[config.mk]
export PLATFORM = sky130hd
export DESIGN_NAME = matrix_loader
export DESIGN_NICKNAME = d
export VERILOG_FILES = /design/src/rtl/matriz_pkg.sv /design/src/rtl/loader_elem_counter.sv /design/src/rtl/matrix_loader.sv
export SDC_FILE = /design/constraint.sdc
export NUM_CORES = 1
export LEC_CHECK = 0
export CORE_MARGIN = 4
export CORE_UTILIZATION = 53
export DETAILED_ROUTE_END_ITERATION = 6
export PLACE_DENSITY = 0.9
export SLEW_MARGIN = 20
export SYNTH_ARGS = -nofsm -noshare
export SYNTH_HDL_FRONTEND = slang
export SYNTH_SLANG_ARGS = --single-unit
[constraint.sdc]
create_clock -name clock -period 31.2 [get_ports clock]
set_clock_uncertainty 0.2 [all_clocks]
set_input_delay 6.24 -clock clock [delete_from_list [all_inputs] [get_ports clock]]
set_output_delay 6.24 -clock clock [all_outputs]
set_load 0.02 [all_outputs]
[src/rtl/matriz_pkg.sv]
// matriz_pkg: shared element width, loader FSM states and flat element indexing.
package matriz_pkg;
    localparam int ELEM_W = 8;

    typedef enum logic [2:0] {IDLE, LOAD_A, LOAD_B, HOLD, DONE} state_t;

    function automatic int flat_idx(input int row, input int col, input int size);
        return ELEM_W * (col + size * row);
    endfunction
endpackage

[src/rtl/loader_elem_counter.sv]
// loader_elem_counter: row-major element index k with its row/col split and a last-element flag.
module loader_elem_counter #(
    parameter int SIZE = 5,
    localparam int N = SIZE * SIZE,
    localparam int KW = N > 1 ? $clog2(N) : 1,
    localparam int RW = SIZE > 1 ? $clog2(SIZE) : 1
) (
    input  logic          clock,
    input  logic          reset,
    input  logic          clear,
    input  logic          en,
    output logic [KW-1:0] k,
    output logic [RW-1:0] row,
    output logic [RW-1:0] col,
    output logic          last
);
    logic col_wrap;

    assign last     = k == KW'(N - 1);
    assign col_wrap = col == RW'(SIZE - 1);

    always_ff @(posedge clock or posedge reset) begin
        if (reset) begin
            k   <= '0;
            row <= '0;
            col <= '0;
        end else if (clear) begin
            k   <= '0;
            row <= '0;
            col <= '0;
        end else if (en) begin
            k   <= last ? '0 : k + 1'b1;
            col <= col_wrap ? '0 : col + 1'b1;
            row <= col_wrap ? (row == RW'(SIZE - 1) ? '0 : row + 1'b1) : row;
        end
    end
endmodule

[src/rtl/matrix_loader.sv]
// matrix_loader: streams matrices A then B into flat registers and holds them for a downstream multiplier.
// Define MATRIX_LOADER_TRANSPOSE_EN to store the B stream column-major.
module matrix_loader
    import matriz_pkg::*;
#(
    parameter int SIZE = 5
) (
    input  logic                          clock,
    input  logic                          reset,
    input  logic                          start,
    input  logic [7:0]                    in_data,
    input  logic                          in_valid,
    output logic                          in_ready,
    output logic [ELEM_W*SIZE*SIZE-1:0]   matriz_a,
    output logic [ELEM_W*SIZE*SIZE-1:0]   matriz_b,
    output logic                          mat_valid,
    output logic                          done,
    output logic                          busy
);
    localparam int N  = SIZE * SIZE;
    localparam int KW = N > 1 ? $clog2(N) : 1;
    localparam int RW = SIZE > 1 ? $clog2(SIZE) : 1;

    state_t        state, state_nxt;
    logic [KW-1:0] k;
    logic [RW-1:0] row, col, hold_cnt;
    logic          last, xfer, hold_last;

    assign xfer      = in_valid && in_ready;
    assign hold_last = hold_cnt == RW'(SIZE - 1);

    loader_elem_counter #(.SIZE(SIZE)) u_cnt (
        .clock(clock),
        .reset(reset),
        .clear(state == IDLE),
        .en(xfer),
        .k(k),
        .row(row),
        .col(col),
        .last(last)
    );

    always_ff @(posedge clock or posedge reset) begin
        if (reset) state <= IDLE;
        else state <= state_nxt;
    end

    always_comb begin
        state_nxt = state;
        case (state)
            IDLE:    state_nxt = start ? LOAD_A : IDLE;
            LOAD_A:  state_nxt = xfer && last ? LOAD_B : LOAD_A;
            LOAD_B:  state_nxt = xfer && last ? HOLD : LOAD_B;
            HOLD:    state_nxt = hold_last ? DONE : HOLD;
            DONE:    state_nxt = IDLE;
            default: state_nxt = IDLE;
        endcase
    end

    always_comb begin
        in_ready  = state == LOAD_A || state == LOAD_B;
        mat_valid = state == HOLD;
        done      = state == DONE;
        busy      = state != IDLE;
    end

    always_ff @(posedge clock or posedge reset) begin
        if (reset) hold_cnt <= '0;
        else hold_cnt <= state == HOLD && !hold_last ? hold_cnt + 1'b1 : '0;
    end

    // Element (r,c) of B is matched against the stream index k in the configured order.
    always_ff @(posedge clock or posedge reset) begin
        if (reset) begin
            matriz_a <= '0;
            matriz_b <= '0;
        end else if (xfer) begin
            for (int r = 0; r < SIZE; r++) begin
                for (int c = 0; c < SIZE; c++) begin
                    if (state == LOAD_A && row == RW'(r) && col == RW'(c))
                        matriz_a[flat_idx(r, c, SIZE) +: ELEM_W] <= in_data;
`ifdef MATRIX_LOADER_TRANSPOSE_EN
                    if (state == LOAD_B && k == KW'(r + SIZE * c))
`else
                    if (state == LOAD_B && k == KW'(c + SIZE * r))
`endif
                        matriz_b[flat_idx(r, c, SIZE) +: ELEM_W] <= in_data;
                end
            end
        end
    end
endmodule

# Yosys cells after proc, flatten, opt, wreduce, memory -nomap -nowiden
# Cells that the tools add are included.
[classes]
n_reduce_logical = 118
n_addsub = 4
muxes = 16
n_eq_ne = 37
[op_table]
columns = ["cell", "count"]
rows = [
  ["AND reduction 2 bit", 51],
  ["logical AND 1 bit", 58],
  ["equality test 5 bit, second input constant", 9],
  ["equality test 5 x 4 -> 1 bit, second input constant", 8],
  ["2-to-1 mux 3 bit", 9],
  ["equality test 5 x 3 -> 1 bit, second input constant", 4],
  ["equality test 3 x 2 -> 1 bit, second input constant", 6],
  ["2-to-1 mux 5 bit", 3],
  ["equality test 3 bit, second input constant", 4],
  ["one-hot mux 3 bit (4 select lines)", 1],
  ["equality test 5 x 2 -> 1 bit, second input constant", 2],
  ["adder 3 x 1 -> 3 bit, second input constant", 3],
  ["equality test 3 x 1 -> 1 bit, second input constant", 3],
  ["logical NOT 3 bit", 3],
  ["adder 5 x 1 -> 5 bit, second input constant", 1],
  ["equality test 5 x 1 -> 1 bit, second input constant", 1],
  ["logical NOT 5 bit", 1],
  ["nonzero test 2 bit", 2],
  ["nonzero test 3 bit", 1],
  ["2-to-1 mux 1 bit", 2],
  ["2-to-1 mux 2 bit", 1],
  ["logical NOT 1 bit", 1],
  ["logical OR 1 bit", 1],
]
[word_totals]
word_cells = 230
input_bits = 12
output_inout_bits = 404
register_bits = 417

# Longest topological paths before layout
# Gate-level depths: netlist of run 1.
[depth]
word_depth = 6
mapped_depth = 7
mapped_depth_nobuf = 5

# Cells and area by module
# From an unflattened synthesis of run 1, not the netlist that was laid out.
[hier_totals]
hier_cells = 1049
area_unflattened_um2 = 16329.4
[modules_own_cells]
columns = ["mod", "seq_area_each_um2", "cells_per_inst", "area_each_um2", "instances"]
rows = [
  ["matrix_loader", 10159.7, 987, 15712.6, 1],
  ["loader_elem_counter", 275.3, 62, 616.8, 1],
]

# Worst setup path before layout of run 1
# OpenSTA, ideal clock, no wires.
[synth_timing]
path_type = "register -> output"
start = "register state[0]"
end = "output port busy"
stages_incl_launch_ff = 4
path_slack_ns = 23.417
required_time_ns = 24.760
n_path_buf = 1
arrival_ns = 1.343
cell_sequence = "dfrtp_1 > buf_2 > nor3_1 > inv_1"
[synth_between]
elab_chain_len = 1
[synth_lines]
columns = ["item", "line", "text"]
rows = [
  ["start: declaration", "matrix_loader.sv:24", "state_t state, state_nxt;"],
  ["start signal: assignment", "matrix_loader.sv:45", "else state <= state_nxt;"],
  ["nonzero test 3 bit", "matrix_loader.sv:64", "busy = state != IDLE;"],
  ["end: declaration", "matrix_loader.sv:18", "output logic busy"],
]
# Every way passes these cells.

# Final worst setup path of run 1
# Same ends and word-level chain as after synthesis.

==> results_dict.tcl, run 1 <==
set metrics [dict create \
    cts_resized 0 \
    nets 1477 \
    status "finished clean" \
    p_leak_nw 10.6 \
    synthFlopType "dfrtp_1" \
    syn_area_per_cell_um2 15.6 \
    gr-total-overflow 0 \
    ant_nets 0 \
    first_iter_violations 503 \
    cp.required_ns 24.76 \
    fin_setup_tns_ns 0 \
    path_cells "nor3_1 > inv_1 > clkdlybuf4s50_1" \
    tritoncts "built" \
    synth_commonest_cells "dfrtp_1, mux2_2, clkbuf_1, buf_2, ha_1" \
    antenna_found_initial 0 \
    arrival_ns 2.78 \
    cts-buffers-inserted 43 \
    dp_hpwl_um 29800 \
    cts_max_path_buffers 3 \
    drt_first_pass_iters 4 \
    cts_hold_buf 0 \
    ys_types 46 \
    cts_post_setup_buffers_inserted 0 \
    power.density_nw_per_um2 81.4 \
    hp-start "hold_cnt[0]$_DFF_PP0_" \
    holdPathStages 1 \
    cts_max_level 2 \
    synth_edf_count 0 \
    crit_type "flop to primary output" \
    synth_top_area_cell "dfrtp_1" \
    post-synth-top-count-cell "dfrtp_1" \
    synthTopCellsByArea "dfrtp_1, mux2_2, clkbuf_1, ha_1, nand4_2" \
    grt_pass1_vias 11400 \
    drive_above_1_share_pct 34.9 \
    initial_utilization_pct 53.9 \
    synth_area_um2 16500 \
    r2r_end "matriz_b[167]$_DFFE_PP0P_" \
    r2r_cells 3 \
    ys_seq_area_share_pct 63.2 \
    grt_max_degree 137 \
    grt_pass1_wl_um 70300 \
    worstHoldPathType "flop to flop" \
    routed-via-count 10600 \
    r2r_slack_ns 28.55 \
    viasPerCell 5.66 \
    cts.sinks 417 \
    die_w_um 185 \
    synthArstFlopShare_pct 100 \
    worst_ir_drop_vdd_mv 0.0849 \
    setup_viol 0 \
    synth_top_area_share_pct 63.2 \
    wl_per_cell_um 24.6 \
    finalCritPeriodShare_pct 29.5 \
    die_h_um 185 \
    hold_viol 0 \
    drc 0 \
    fin_crit_ns 9.22 \
    clk_pin_slew_ns 0.06 \
    finalMaxSlewViolations 0 \
    clk_latency_ns 0.53 \
    min_to "hold_cnt[0]$_DFF_PP0_" \
    worst-path-max-fanout 14 \
    rsz0062_at_grt "false" \
    syn_to_final_growth_pct 35.0 \
    slew_headroom_pct 26.1 \
    coreArea_um2 30700 \
    netlist_instances 1059 \
    gp_congestion 0.777 \
    cp-start-kind "flop" \
    r2r-start "u_cnt.k[2]$_DFFE_PP0P_" \
    io_pins 416 \
    max_freq_ghz 0.109 \
    n_antenna_cell 0 \
    drv_cap 0 \
    syn_nets 1088 \
    max_stage_delay_ns 0.78 \
    yosysWarningCount 0 \
    root_buffer "clkbuf_16" \
    cpMaxStageDelayCell "nor3_1" \
    wirelength_um 46200 \
    end_kind "primary output" \
    worstMarginPinSlew_ns 1.11 \
    gr-usage-all-layers_pct 26.9 \
    fill_cells 1899 \
    num_rows 64 \
    whs_ns 0.264 \
    ys_seq_elements 417 \
    dieArea_um2 34100 \
    numPortBuffers 415 \
]
## metal layers
layer | track usage [%] | vias up | wire length [µm]
met5 | 0 | - | 0
met4 | 8.46 | 0 | 1420
met1 | 34.1 | 5554 | 18000
met3 | 7.30 | 89 | 3690
li1 | - | 4545 | -
met2 | 45.4 | 414 | 23000
## area by class of cell
cell class,instances,area [µm²],share of cell area (%)
inverters,15,63.8,0.286
well taps,396,495,2.22
multi-input cells,548,5710,25.6
clock inverters,16,186,0.836
clock buffers,58,1230,5.54
flip-flops and latches,417,10400,46.8
repair buffers,423,4180,18.7
## kinds of logic (layout without fill, tap and decap cells)
logic type,after synthesis,count (layout),share of synthesized area [%]
AO/OA/AOI/OAI,26,26,0.969
XOR/XNOR,3,3,0.159
adder cells (fa/ha/maj),17,17,1.29
buffers and inverters,94,512,2.36
flip-flops,417,417,63.2
multiplexers,400,400,27.3
AND/OR/NAND/NOR,102,102,4.80
## flip-flops by register name (all words and copies together), names as in the netlist
signal,cells
matriz_a,200
matriz_b,200
u_cnt.k,5
hold_cnt,3
state,3
u_cnt.col,3
u_cnt.row,3
## worst max path at each step
stage | from | end | slack, ns | cells after the start
finish | state[0]$_DFF_PP0_ | busy | 21.98 | 3
global route | state[0]$_DFF_PP0_ | busy | 21.79 | 3
CTS | state[0]$_DFF_PP0_ | busy | 21.97 | 3
detailed placement | reset | matriz_b[179]$_DFFE_PP0P_ | 21.68 | 4
global placement | reset | matriz_a[10]$_DFFE_PP0P_ | 21.77 | 4
floorplan | reset | hold_cnt[0]$_DFF_PP0_ | 13.15 | 1
## worst max-delay path, delay by kind of cell, from the launching register on
family / cells / cell delay [ns]
buf+inv: 2 / 0.94
simple gates: 1 / 0.78
flops: 1 / 0.54
## power by group
group | total, mW | switching [mW] | internal, mW
combinational | 0.572 | 0.297 | 0.276
clock | 0.516 | 0.206 | 0.310
sequential | 0.728 | 0.0768 | 0.651
## cells in the final DEF (no fill, tap or decap), drive strengths merged, types with 2 or more instances in the layout
cell / netlist / final
bufinv: 0 / 4
nand2b: 2 / 2
nor4: 2 / 2
mux2: 400 / 400
clkbuf: 59 / 58
and4bb: 4 / 4
a21oi: 9 / 9
o311ai: 3 / 3
nand3: 26 / 26
clkinv: 0 / 11
nor2: 6 / 6
xnor2: 2 / 2
clkdlybuf4s50: 0 / 407
nor2b: 9 / 9
inv: 15 / 15
buf: 20 / 16
nand4: 16 / 16
dfrtp: 417 / 417
and3: 6 / 6
nand2: 10 / 10
o21ai: 8 / 8
nor3b: 4 / 4
ha: 17 / 17
or4: 3 / 3
and4: 7 / 7
## through the flow
step                utilization, %  cells  instance area, µm²  setup WS [ns]  total power, mW
CTS                           72.7   1873               22300          21.97             1.83
detailed placement            68.0   1799               20900          21.68             1.30
floorplan                        -   1059               16500          13.15             1.02
finish                        72.7   1873               22300          21.98             1.82
global route                  72.7   1873               22300          21.79             1.89
global placement              68.0   1799               20900          21.77             1.28
(Power assumes the default switching activity.)
==> run 2: changes to the inputs <==
CORE_UTILIZATION = 49   (was 53)
PLACE_DENSITY = 0.85   (was 0.9)
clock period = 9.3 ns   (was 31.2 ns; I/O delays follow)
==> results_dict.tcl, run 2 (synthesis gave the netlist of run 1 again) <==
set metrics [dict create \
    status "finished clean" \
    worst-path-max-fanout 15 \
    cts.sinks 417 \
    placedCellCount 1849 \
    slew_headroom_pct 23.7 \
    post_dp_cell_area_um2 21000 \
    design_area_um2 22400 \
    drive_above_1_share_pct 34.9 \
    p_int_mw 4.17 \
    hp-start "hold_cnt[0]$_DFF_PP0_" \
    path_delay_family "XOR/XNOR gates" \
    r2r-start "u_cnt.k[2]$_DFFE_PP0P_" \
    dp_hpwl_um 30500 \
    drv_cap 0 \
    io_pins 416 \
    ant_nets 0 \
    end_kind "primary output" \
    worstMarginPinSlew_ns 1.14 \
    cpMaxStageDelayCell "xnor2_1" \
    pwr-share-seq_pct 39.7 \
    max_freq_ghz 0.203 \
    worst_ir_drop_vdd_mv 0.219 \
    numPortBuffers 415 \
    final-seq-area_um2 10400 \
    drc 0 \
    root_buffer "clkbuf_16" \
    power_switching_mw 1.95 \
    clk_latency_ns 0.53 \
    first_iter_violations 494 \
    cp-startpoint "state[0]$_DFF_PP0_" \
    cts_resized 0 \
    grt_pass1_wl_um 70000 \
    viasPerCell 5.44 \
    p_leak_nw 10.6 \
    worstHoldPathType "flop to flop" \
    rsz0062_at_grt "false" \
    path_buf_inv 1 \
    max_stage_delay_ns 0.88 \
    gp_congestion 0.761 \
    dieArea_um2 36700 \
    num_rows 66 \
    fill_cells 2281 \
    fin_crit_ns 4.93 \
    die_h_um 192 \
    switching_share_pct 31.8 \
    p_clk_share_pct 28.6 \
    fin_cells 1924 \
    wl_per_cell_um 23.9 \
    coreArea_um2 32900 \
    combPwrFrac_pct 31.7 \
    fin_setup_tns_ns 0 \
    cts-buffers-inserted 43 \
    final_cell_mix "dfrtp_1, clkdlybuf4s50_1, mux2_2" \
    grt_max_degree 146 \
    nets 1481 \
    top_regs "matriz_a x200, matriz_b x200, u_cnt.k x5" \
    path_cells "xnor2_1 > nor2_1 > clkdlybuf4s50_1" \
    clk_pin_slew_ns 0.06 \
    cts_max_path_buffers 3 \
    setup_viol 0 \
    wirelength_um 46000 \
    utilization_pct 68.2 \
    tritoncts "built" \
    arrival_ns 2.87 \
    routed-via-count 10500 \
    gr-total-overflow 0 \
    cts_hold_buf 0 \
    gr-usage-all-layers_pct 24.9 \
    final_common_cell "dfrtp_1" \
    cts_max_level 2 \
    syn_to_final_growth_pct 35.7 \
    die_w_um 192 \
    cts_post_setup_buffers_inserted 0 \
    cp.required_ns 7.24 \
    cp-start-kind "flop" \
    finalMaxSlewViolations 0 \
    multi_input_area_um2 5700 \
    initial_utilization_pct 50.3 \
    antenna_found_initial 1 \
    crit_type "flop to primary output" \
    drt_first_pass_iters 4 \
    hold_viol 0 \
    finalCritPeriodShare_pct 53.0 \
    grt_pass1_vias 11300 \
    power.density_nw_per_um2 273 \
]
==> run 2: cell count changes in the layout (fill, tap and decap cells not counted), sizes merged <==
cell,delta
clkinv,-5
buf,+4
clkbuf,+3
clkinvlp,+3
diode,+1
inv,-1
==> run 2: path summary, 6_finish.rpt <==
path | end | slack (ns) | depth (start not counted)
worst max-delay path | in_ready | 4.37 | 3
worst min register to register | hold_cnt[0]$_DFF_PP0_ | 0.28 | 1
min in group asynchronous | matriz_a[159]$_DFFE_PP0P_ | 1.61 | 2
worst min-delay path | hold_cnt[0]$_DFF_PP0_ | 0.28 | 1
worst max register to register | matriz_b[163]$_DFFE_PP0P_ | 6.50 | 3
max in group asynchronous | matriz_b[141]$_DFFE_PP0P_ | 5.49 | 4
==> run 2: through the flow <==
step / total power [mW] / hold slack, ns / setup slack [ns]
2_1_floorplan: 3.44 / 0.230 / 1.62
5_1_grt: 6.39 / 0.305 / 4.20
3_5_place_dp: 4.40 / 0.264 / 4.58
6_report: 6.12 / 0.276 / 4.37
4_1_cts: 6.17 / 0.272 / 4.41
3_3_place_gp: 4.33 / 0.246 / 4.65
==> run 2: area by class of cell <==
class                           instances  share of cell area [%]
Antenna cell                            1                  0.0112
Clock buffer                           61                    5.69
Clock inverter                         13                   0.787
Inverter                               15                   0.268
Multi-Input combinational cell        548                    25.4
Sequential cell                       417                    46.5
Tap cell                              442                    2.47
Timing Repair Buffer                  427                    18.8
==> run 2: per-layer routing <==
layer  wire, µm  vias to the layer above  track usage, %  part of all wire (%)
met3       3510                       81            6.96                   7.6
met2      22500                      372            41.9                    49
li1           -                     4565               -                     -
met1      18500                     5447            31.8                    40
met5          0                        -               0                     0
met4       1450                        0            7.04                   3.2
==> run 2: worst reg2reg max path, cell delays in order, from the launching register on <==
cell and delay, ns:
dfrtp_1 0.60, nor2b_1 0.70, nor3b_2 0.77, mux2_2 0.42
==> run 2: power groups by stage <==
stage / clock network [mW] / registers (mW) / logic (mW)
finish: 1.75 / 2.43 / 1.94
global route: 1.86 / 2.47 / 2.05
CTS: 1.78 / 2.43 / 1.96
detailed placement: 0 / 2.45 / 1.95
global placement: 0 / 2.43 / 1.90
floorplan: 0 / 2.82 / 0.618
